`config.mk`:
```
export PLATFORM = sky130hd
export DESIGN_NAME = axis_byte_packer
export DESIGN_NICKNAME = d
export VERILOG_FILES = /design/src/rtl/axis_byte_packer.sv
export SDC_FILE = /design/constraint.sdc
export NUM_CORES = 1
export LEC_CHECK = 0
export CORE_ASPECT_RATIO = 0.75
export CORE_MARGIN = 1.5
export CORE_UTILIZATION = 45
export DETAILED_ROUTE_END_ITERATION = 8
export GPL_TIMING_DRIVEN = 0
export PLACE_DENSITY = 0.68
export SLEW_MARGIN = 0
export SYNTH_ARGS = -nofsm -noshare
export SYNTH_HDL_FRONTEND = slang
export SYNTH_SLANG_ARGS = --single-unit
export TNS_END_PERCENT = 1
```
`constraint.sdc`:
```
create_clock -name aclk -period 4.2 [get_ports aclk]
set_clock_uncertainty 0.1 [all_clocks]
set_input_delay 0.42 -clock aclk [delete_from_list [all_inputs] [get_ports aclk]]
set_output_delay 0.42 -clock aclk [all_outputs]
set_load 0.05 [all_outputs]
```
`src/rtl/axis_byte_packer.sv`:
```
// AXI4-Stream byte compactor: drops null (TKEEP=0) lanes and re-packs surviving
// bytes into dense beats. Only the final beat of a packet may be partially kept.
module axis_byte_packer #(
    parameter int DATA_BYTES = 4
) (
    input  logic                    aclk,
    input  logic                    aresetn,
    input  logic [8*DATA_BYTES-1:0] s_axis_tdata,
    input  logic [DATA_BYTES-1:0]   s_axis_tkeep,
    input  logic                    s_axis_tlast,
    input  logic                    s_axis_tvalid,
    output logic                    s_axis_tready,
    output logic [8*DATA_BYTES-1:0] m_axis_tdata,
    output logic [DATA_BYTES-1:0]   m_axis_tkeep,
    output logic                    m_axis_tlast,
    output logic                    m_axis_tvalid,
    input  logic                    m_axis_tready,
    output logic [31:0]             pkt_count
);
    localparam int NB = 2 * DATA_BYTES;
    localparam int CW = $clog2(NB + 1);
    localparam int DW = 8 * DATA_BYTES;
    localparam logic [CW-1:0] DB_C = CW'(DATA_BYTES);

    // Byte 0 of buf_q is the oldest byte; bytes at or above cnt_q are kept zero.
    logic [8*NB-1:0] buf_q, buf_d;
    logic [CW-1:0]   cnt_q, cnt_d;
    logic            last_pending_q, last_pending_d;
    logic            started_q, started_d;
    logic [31:0]     pkt_count_q, pkt_count_d;

    logic            s_hs, m_hs, out_valid, out_last;
    logic [CW-1:0]   pop_n, push_n, base;
    logic [DW-1:0]   packed_in;
    logic [8*NB-1:0] shifted;

    always_comb begin
        started_d     = 1'b1;
        s_axis_tready = started_q && !last_pending_q && (cnt_q <= DB_C);
        out_valid     = (cnt_q >= DB_C) || (last_pending_q && (cnt_q != '0));
        out_last      = last_pending_q && (cnt_q <= DB_C);
        s_hs          = s_axis_tvalid && s_axis_tready;
        m_hs          = out_valid && m_axis_tready;

        pop_n = '0;
        if (m_hs) begin
            pop_n = (cnt_q >= DB_C) ? DB_C : cnt_q;
        end
        base = cnt_q - pop_n;

        packed_in = '0;
        push_n    = '0;
        for (int k = 0; k < DATA_BYTES; k++) begin
            if (s_hs && s_axis_tkeep[k]) begin
                packed_in = packed_in | (DW'(s_axis_tdata[8*k +: 8]) << {push_n, 3'b000});
                push_n    = push_n + CW'(1);
            end
        end

        // Pop first, then append the compacted input after the surviving bytes.
        shifted = buf_q >> {pop_n, 3'b000};
        buf_d   = shifted | ({{DW{1'b0}}, packed_in} << {base, 3'b000});
        cnt_d   = base + push_n;

        last_pending_d = last_pending_q;
        if (s_hs && s_axis_tlast) begin
            last_pending_d = 1'b1;
        end else if ((m_hs && out_last) || (last_pending_q && (cnt_q == '0))) begin
            last_pending_d = 1'b0;
        end

        pkt_count_d = pkt_count_q + ((m_hs && out_last) ? 32'd1 : 32'd0);
    end

    always_comb begin
        m_axis_tdata = '0;
        m_axis_tkeep = '0;
        for (int i = 0; i < DATA_BYTES; i++) begin
            if (CW'(i) < cnt_q) begin
                m_axis_tkeep[i]         = 1'b1;
                m_axis_tdata[8*i +: 8]  = buf_q[8*i +: 8];
            end
        end
        m_axis_tvalid = out_valid;
        m_axis_tlast  = out_last;
        pkt_count     = pkt_count_q;
    end

    always_ff @(posedge aclk or negedge aresetn) begin
        if (!aresetn) begin
            buf_q          <= '0;
            cnt_q          <= '0;
            last_pending_q <= 1'b0;
            started_q      <= 1'b0;
            pkt_count_q    <= '0;
        end else begin
            buf_q          <= buf_d;
            cnt_q          <= cnt_d;
            last_pending_q <= last_pending_d;
            started_q      <= started_d;
            pkt_count_q    <= pkt_count_d;
        end
    end
endmodule

```
==> results of run 1 <==
-- per-layer routing --
layer / track usage / wire [um]
met3: 0.0928 / 3320
met1: 0.507 / 14100
met2: 0.471 / 12500
met4: 0.0952 / 724
met5: 0 / 0
-- power groups by stage --
stage / Sequential [mW] / Combinational [mW] / Clock [mW]
5_1_grt: 1.55 / 4.81 / 0.954
2_1_floorplan: 1.48 / 2.83 / 0
3_3_place_gp: 1.53 / 4.23 / 0
3_5_place_dp: 1.53 / 4.26 / 0
6_report: 1.52 / 4.56 / 0.902
4_1_cts: 1.51 / 4.35 / 0.910
-- layout by cell type (no fill, tap or decap), types with 4 or more instances in the layout --
master	synthesis	routed
a22oi_1	6	6
clkbuf_16	0	9
and4_1	4	4
a221oi_1	5	5
o22ai_1	11	10
a31oi_1	10	10
nor4_1	8	7
o21ai_0	32	32
buf_2	18	17
a221o_1	6	6
and3_1	6	6
clkdlybuf4s50_1	0	108
a32o_1	20	20
mux4_2	7	7
clkbuf_2	1	8
nor2_1	42	39
o2111ai_1	7	7
inv_1	12	11
a31o_2	5	5
ha_1	13	13
nand4_1	20	20
clkbuf_1	40	26
nand3_1	67	67
and2_1	42	41
a32oi_1	24	23
nand2_1	144	143
buf_4	3	7
xor2_1	9	9
nand2b_1	7	7
xnor2_1	27	25
o221ai_1	22	22
dfrtp_1	102	102
nor2_2	1	4
nor2b_1	12	12
mux2i_1	70	68
mux2_2	5	5
a21oi_1	23	23
o211ai_1	6	6
-- sequential cells by signal (all words and copies together) (netlist names) --
register / cells
started_q: 1
cnt_q: 4
pkt_count: 32
buf_q: 64
last_pending_q: 1
-- kinds of logic (layout without fill, tap and decap cells) --
kind of cell    Yosys count  in the layout
compound gates          214            214
buf+inv                  85            209
mux                      83             83
other cells               1              1
simple gates            382            382
fa+ha+maj                15             15
xor+xnor                 36             36
flops                   102            102
-- layout make-up --
| class | instances | area, um^2 |
|---|---|---|
| Tap cell | 236 | 295 |
| Clock inverter | 6 | 78.8 |
| Buffer | 62 | 314 |
| Timing Repair Buffer | 114 | 1160 |
| Inverter | 17 | 70.1 |
| Sequential cell | 102 | 2550 |
| Multi-Input combinational cell | 731 | 5160 |
| Fill cell | 1584 | 7210 |
| Clock buffer | 10 | 239 |
-- final timing paths --
path / start / to / slack, ps / depth (start not counted)
max: m_axis_tready / buf_q[38]$_DFF_PN0_ / 70 / 11
min: aresetn / started_q$_DFF_PN0_ / -1 / 1
min in group aclk: pkt_count[31]$_DFF_PN0_ / pkt_count[31]$_DFF_PN0_ / 370 / 1
max in group asynchronous: aresetn / buf_q[26]$_DFF_PN0_ / 3280 / 2
min reg2reg: pkt_count[31]$_DFF_PN0_ / pkt_count[31]$_DFF_PN0_ / 370 / 1
max reg2reg: cnt_q[3]$_DFF_PN0_ / buf_q[38]$_DFF_PN0_ / 100 / 12
-- what timing repair did --
action,4_1_cts,5_1_grt
setup endpoints to repair,65,66
resized for setup,22,24
hold buffers,0,0
cloned,0,0
setup buffers,3,0
pin swaps,3,2
-- metrics by stage --
stage	utilization	hold WS (ps)	instances	power [mW]	setup TNS, ps
2_1_floorplan	-	24.4	918	4.31	0
3_3_place_gp	0.547	355	1263	5.76	-214000
3_5_place_dp	0.549	362	1265	5.79	-60020
4_1_cts	0.573	37.1	1279	6.77	0
5_1_grt	0.578	56.9	1278	7.32	-206
6_report	0.578	-1.06	1278	6.98	0
==> reports/qor.yml, run 1 <==
sta:
  finalMaxSlewViolations: 0
  slew_headroom: 0.224
  fin_crit_sh: 0.983
  whs_ps: -1.06
  setup_viol: 0
  period_needed_ps: 4130
  fmax_mhz: 242
  tightest_slew_ps: 1160
  hold_violations: 1
  rsz0062_at_grt: "true"
  finalWorstSetupSlack_ps: 69.9
power:
  power.switching_mw: 3.72
  power.internal_mw: 3.26
  switching_share: 0.533
  total_leakage_power_nw: 4.18
  p_clk_frac: 0.129
  pwr-share-seq: 0.218
  pwr-share-comb: 0.653
  p_per_area_nw_per_um2: 707
  ir_drop_uv: 356
logic_synthesis:
  syn_nets: 974
  synth_warnings: 0
  avgSynthCellArea_um2: 8.67
  synth_seq_cells: 102
  ys_top_cells_by_count: "144 x nand2_1, 102 x dfrtp_1, 70 x mux2i_1"
  synth_top_area_share: 0.321
  ys.flop_type: "dfrtp_1"
  synth-simple-area-share: 0.241
  ys_types: 85
  syn_area_um2: 7960
  yosysMostFrequentCell: "nand2_1"
  seq_area_frac_synth: 0.321
  synthCells: 918
  synthMuxAreaShare: 0.117
  synth_adder_area_share: 0.0255
  synth-edff-count: 0
  synthTopCellsByArea: "dfrtp_1 32%, mux2i_1 8.8%, nand2_1 6.8%"
  synth_top_family_by_area: "simple AND/OR/NAND/NOR gates"
  yosys.area.top_type: "dfrtp_1"
  synthXorXnorAreaFrac: 0.0396
  async_flop_share: 1.00
  synth-compound-area-share: 0.210
routing:
  drt_iter0_drc: 992
  via_per_inst: 6.49
  routed_wl_um: 30600
  ant_nets: 0
  dr.pass1.iters: 6
  drcViolationCount: 0
  vias: 8299
  wl_per_cell_um: 24.0
placement:
  place_congestion: 0.957
  dpl-instance-area_um2: 9390
  place_hpwl_um: 23900
  io_buffer_count: 109
  dp_slack_ps: -1240
clock_network:
  cts.sinks: 102
  clk_path_buf_depth: 2
  ctsHtreeMaxLevel: 3
  cts_tree: "yes"
  clkTransAtPathRegs_ps: 70
  clock_latency_ps: 360
  cts_root_buf: "clkbuf_16"
  cts_buffers: 9
global_routing:
  grt_pass1_wl_um: 47600
  grt_remaining_overflow: 0
  grt_start_max_net_pins: 55
  grt_pass1_vias: 8108
  grt_use_total: 0.339
  antenna_found_initial: 0
cells_and_area:
  nNetsFinal: 1093
  drive_above_1_share: 0.109
  area_growth_pct: 24.1
  fin_area_um2: 9870
  n_antenna_cell: 0
setup_path:
  cp.required_ps: 4320
  crit_slowest_cell: "clkdlybuf4s50_1"
  crit_fanout: 11
  worstPathBufferInverterCount: 4
  crit_chain: "clkdlybuf4s50_1 -> and2_2 -> clkinvlp_4 -> buf_2 -> ha_1 -> o21a_1 -> o21a_1 -> or2_1 -> clkbuf_1 -> a221o_1 -> o41ai_2"
  crit_family: "buffers and inverters"
  startpoint_type: "input pin"
  critPathArrivalTime_ps: 4250
  crit_path_end_kind: "flip-flop"
  max_stage_delay_ps: 530
  path_class: "input pin to flip-flop"
  crit_top_cell: "o21a_1"
floorplanning:
  start_util: 0.466
  die_h_um: 118
  rows: 41
  core_um2: 17100
  io-pin-count: 112
  chipWidth_um: 157
  dieArea_um2: 18500
run:
  max-cap-violations: 0
run_status:
  status: "finished, violations left"
  violations: "negative hold slack"
hold_path:
  hold_class: "input pin to async pin"
Power figures use the tool's default switching activity.
==> inputs of run 2 (changes only) <==
TNS_END_PERCENT = 5   (was 1)
==> results of run 2 <==
No change in the layout: final DEF, timing and power equal those of run 1.
==> inputs of run 3 (changes only) <==
CELL_PAD_IN_SITES_DETAIL_PLACEMENT = 0   (was unset)
CELL_PAD_IN_SITES_GLOBAL_PLACEMENT = 1   (was unset)
CORE_UTILIZATION = 42   (was 45)
PLACE_DENSITY = unset   (was 0.68)
PLACE_DENSITY_LB_ADDON = 0.1   (was unset)
==> run 3 against run 2 <==
Effect of this change: the run still ends with negative hold slack left; combinational power is 2% lower; worst setup slack better by 67 ps; via count is 1.9% lower; die area up 7.0%; total power is 1.2% lower; count of clock-buffer cells in the layout up 1; routed wire length is 3.3% lower; flip-flop and latch count stayed put; hold slack got worse by 19 ps; sequential power hardly changed; clock power shrank 2.4%; critical endpoint is now buf_q[36]$_DFF_PN0_; largest power group unchanged.
==> reports/qor.yml, run 3 (synthesis gave the netlist of run 1 again) <==
sta:
  fmax_mhz: 246
  setup_viol: 0
  finalWorstSetupSlack_ps: 137
  period_needed_ps: 4060
  fin_crit_sh: 0.967
  finalMaxSlewViolations: 0
  hold_violations: 10
  tightest_slew_ps: 1100
  whs_ps: -19.9
  setup_tns_ps: 0
  slew_headroom: 0.264
cells_and_area:
  nFillCells: 1836
  fin_cells: 1287
  drive_above_1_share: 0.109
  mostFrequentLayoutCell: "nand2_1"
  area_growth_pct: 23.8
  layout_common_cells: "142 x nand2_1, 108 x clkdlybuf4s50_1, 102 x dfrtp_1, 69 x mux2i_1, 67 x nand3_1"
  n_antenna_cell: 0
  largest_reg_flops: 64
  nNetsFinal: 1091
  regMostFlops: "buf_q"
setup_path:
  worstPathBufferInverterCount: 2
  reg2reg_slack_ps: 140
  crit_chain: "o21a_4 -> nor3_4 -> buf_6 -> and2_1 -> ha_1 -> buf_6 -> or3_4 -> a211oi_4 -> and3_2 -> a221oi_1 -> o31ai_1"
  path_class: "flip-flop to flip-flop"
  cp.required_ps: 4320
  r2r_cells: 11
  startpoint_type: "flip-flop"
  crit_top_cell: "buf_6"
  rr_endpoint: "buf_q[36]$_DFF_PN0_"
  crit_slowest_cell: "a211oi_4"
  r2r-start: "cnt_q[1]$_DFF_PN0_"
  max_stage_delay_ps: 580
  crit_fanout: 10
  critPathArrivalTime_ps: 4180
  crit_path_end_kind: "flip-flop"
  crit_family: "compound AO/OA/AOI/OAI gates"
routing:
  drt_iter0_drc: 938
  ant_nets: 0
  drcViolationCount: 0
  wl_per_cell_um: 23.0
  routed_wl_um: 29600
  via_per_inst: 6.33
  dr.pass1.iters: 5
  vias: 8141
placement:
  dp_slack_ps: -1140
  io_buffer_count: 109
  place_inst: 1277
  place_congestion: 0.964
  place_hpwl_um: 23200
power:
  p_per_area_nw_per_um2: 700
  total_leakage_power_nw: 4.16
  ir_drop_uv: 486
floorplanning:
  rows: 43
  start_util: 0.430
  io-pin-count: 112
  core_um2: 18500
  dieArea_um2: 19800
  chipWidth_um: 162
  die_h_um: 122
run:
  max-cap-violations: 0
clock_network:
  cts.sinks: 102
  clock_latency_ps: 360
  cts_tree: "yes"
  clk_path_buf_depth: 2
  cts_root_buf: "clkbuf_16"
  ctsHtreeMaxLevel: 3
  cts_buffers: 9
  clkTransAtPathRegs_ps: 80
run_status:
  violations: "negative hold slack"
  status: "finished, violations left"
global_routing:
  grt_pass1_vias: 7759
  antenna_found_initial: 1
  grt_remaining_overflow: 0
  grt_pass1_wl_um: 45500
  grt_start_max_net_pins: 55
  grt_use_total: 0.303
hold_path:
  hold_class: "input pin to async pin"
## run 3: changes by cell type in the layout (fill, tap and decap cells not counted), moves of 2 or more
cell,delta
inv_8,-2
a211oi_2,+2
buf_4,-2
nand2b_1,-2
a211oi_4,-2
inv_6,+3
clkinv_4,-3
clkbuf_1,+2
buf_6,+2
nand2b_2,+2
## run 3: routing by layer
metal / up-vias / track usage / share of wire
met1: 3964 / 0.456 / 0.47
met5: - / 0 / 0
met3: 43 / 0.0698 / 0.10
li1: 3682 / - / -
met4: 0 / 0.0625 / 0.015
met2: 452 / 0.441 / 0.42
## run 3: how the worst max path moves through the flow
stage	startpoint	to	cells after the start
5_1_grt	cnt_q[1]$_DFF_PN0_	buf_q[38]$_DFF_PN0_	11
3_3_place_gp	m_axis_tready	buf_q[16]$_DFF_PN0_	16
3_5_place_dp	m_axis_tready	buf_q[13]$_DFF_PN0_	15
2_1_floorplan	cnt_q[3]$_DFF_PN0_	buf_q[16]$_DFF_PN0_	16
6_report	cnt_q[1]$_DFF_PN0_	buf_q[36]$_DFF_PN0_	11
4_1_cts	cnt_q[1]$_DFF_PN0_	buf_q[59]$_DFF_PN0_	12
## run 3: what timing repair did
action,4_1_cts,5_1_grt
hold buffers,0,0
gates resized for setup,19,30
cloned,0,1
endpoints found under the setup margin,66,59
pin swaps,2,2
buffers inserted,1,0
## run 3: layout make-up
cell class                 count  area, um^2  share of cell area
multi-input combinational    731        5160               0.524
sequential                   102        2550               0.259
timing repair buffer         113        1140               0.116
tap                          247         309              0.0314
buffer                        60         308              0.0313
clock buffer                  11         233              0.0236
inverter                      17        70.1             0.00711
clock inverter                 5        63.8             0.00648
timing repair inverter         1        5.00            0.000508
## run 3: report_power, final
group | internal [mW] | switching, mW
registers | 1.27 | 0.254
logic | 1.50 | 3.00
clock network | 0.471 | 0.409
## run 3: through the flow
step                hold WS (ps)  utilization  area, um^2  power (mW)
CTS                         19.3        0.527        9750        6.67
floorplan                   24.4            -        7960        4.31
finish                     -19.9        0.532        9850        6.90
global route                28.2        0.532        9850        7.24
detailed placement           357        0.508        9410        5.75
global placement             356        0.505        9360        5.73
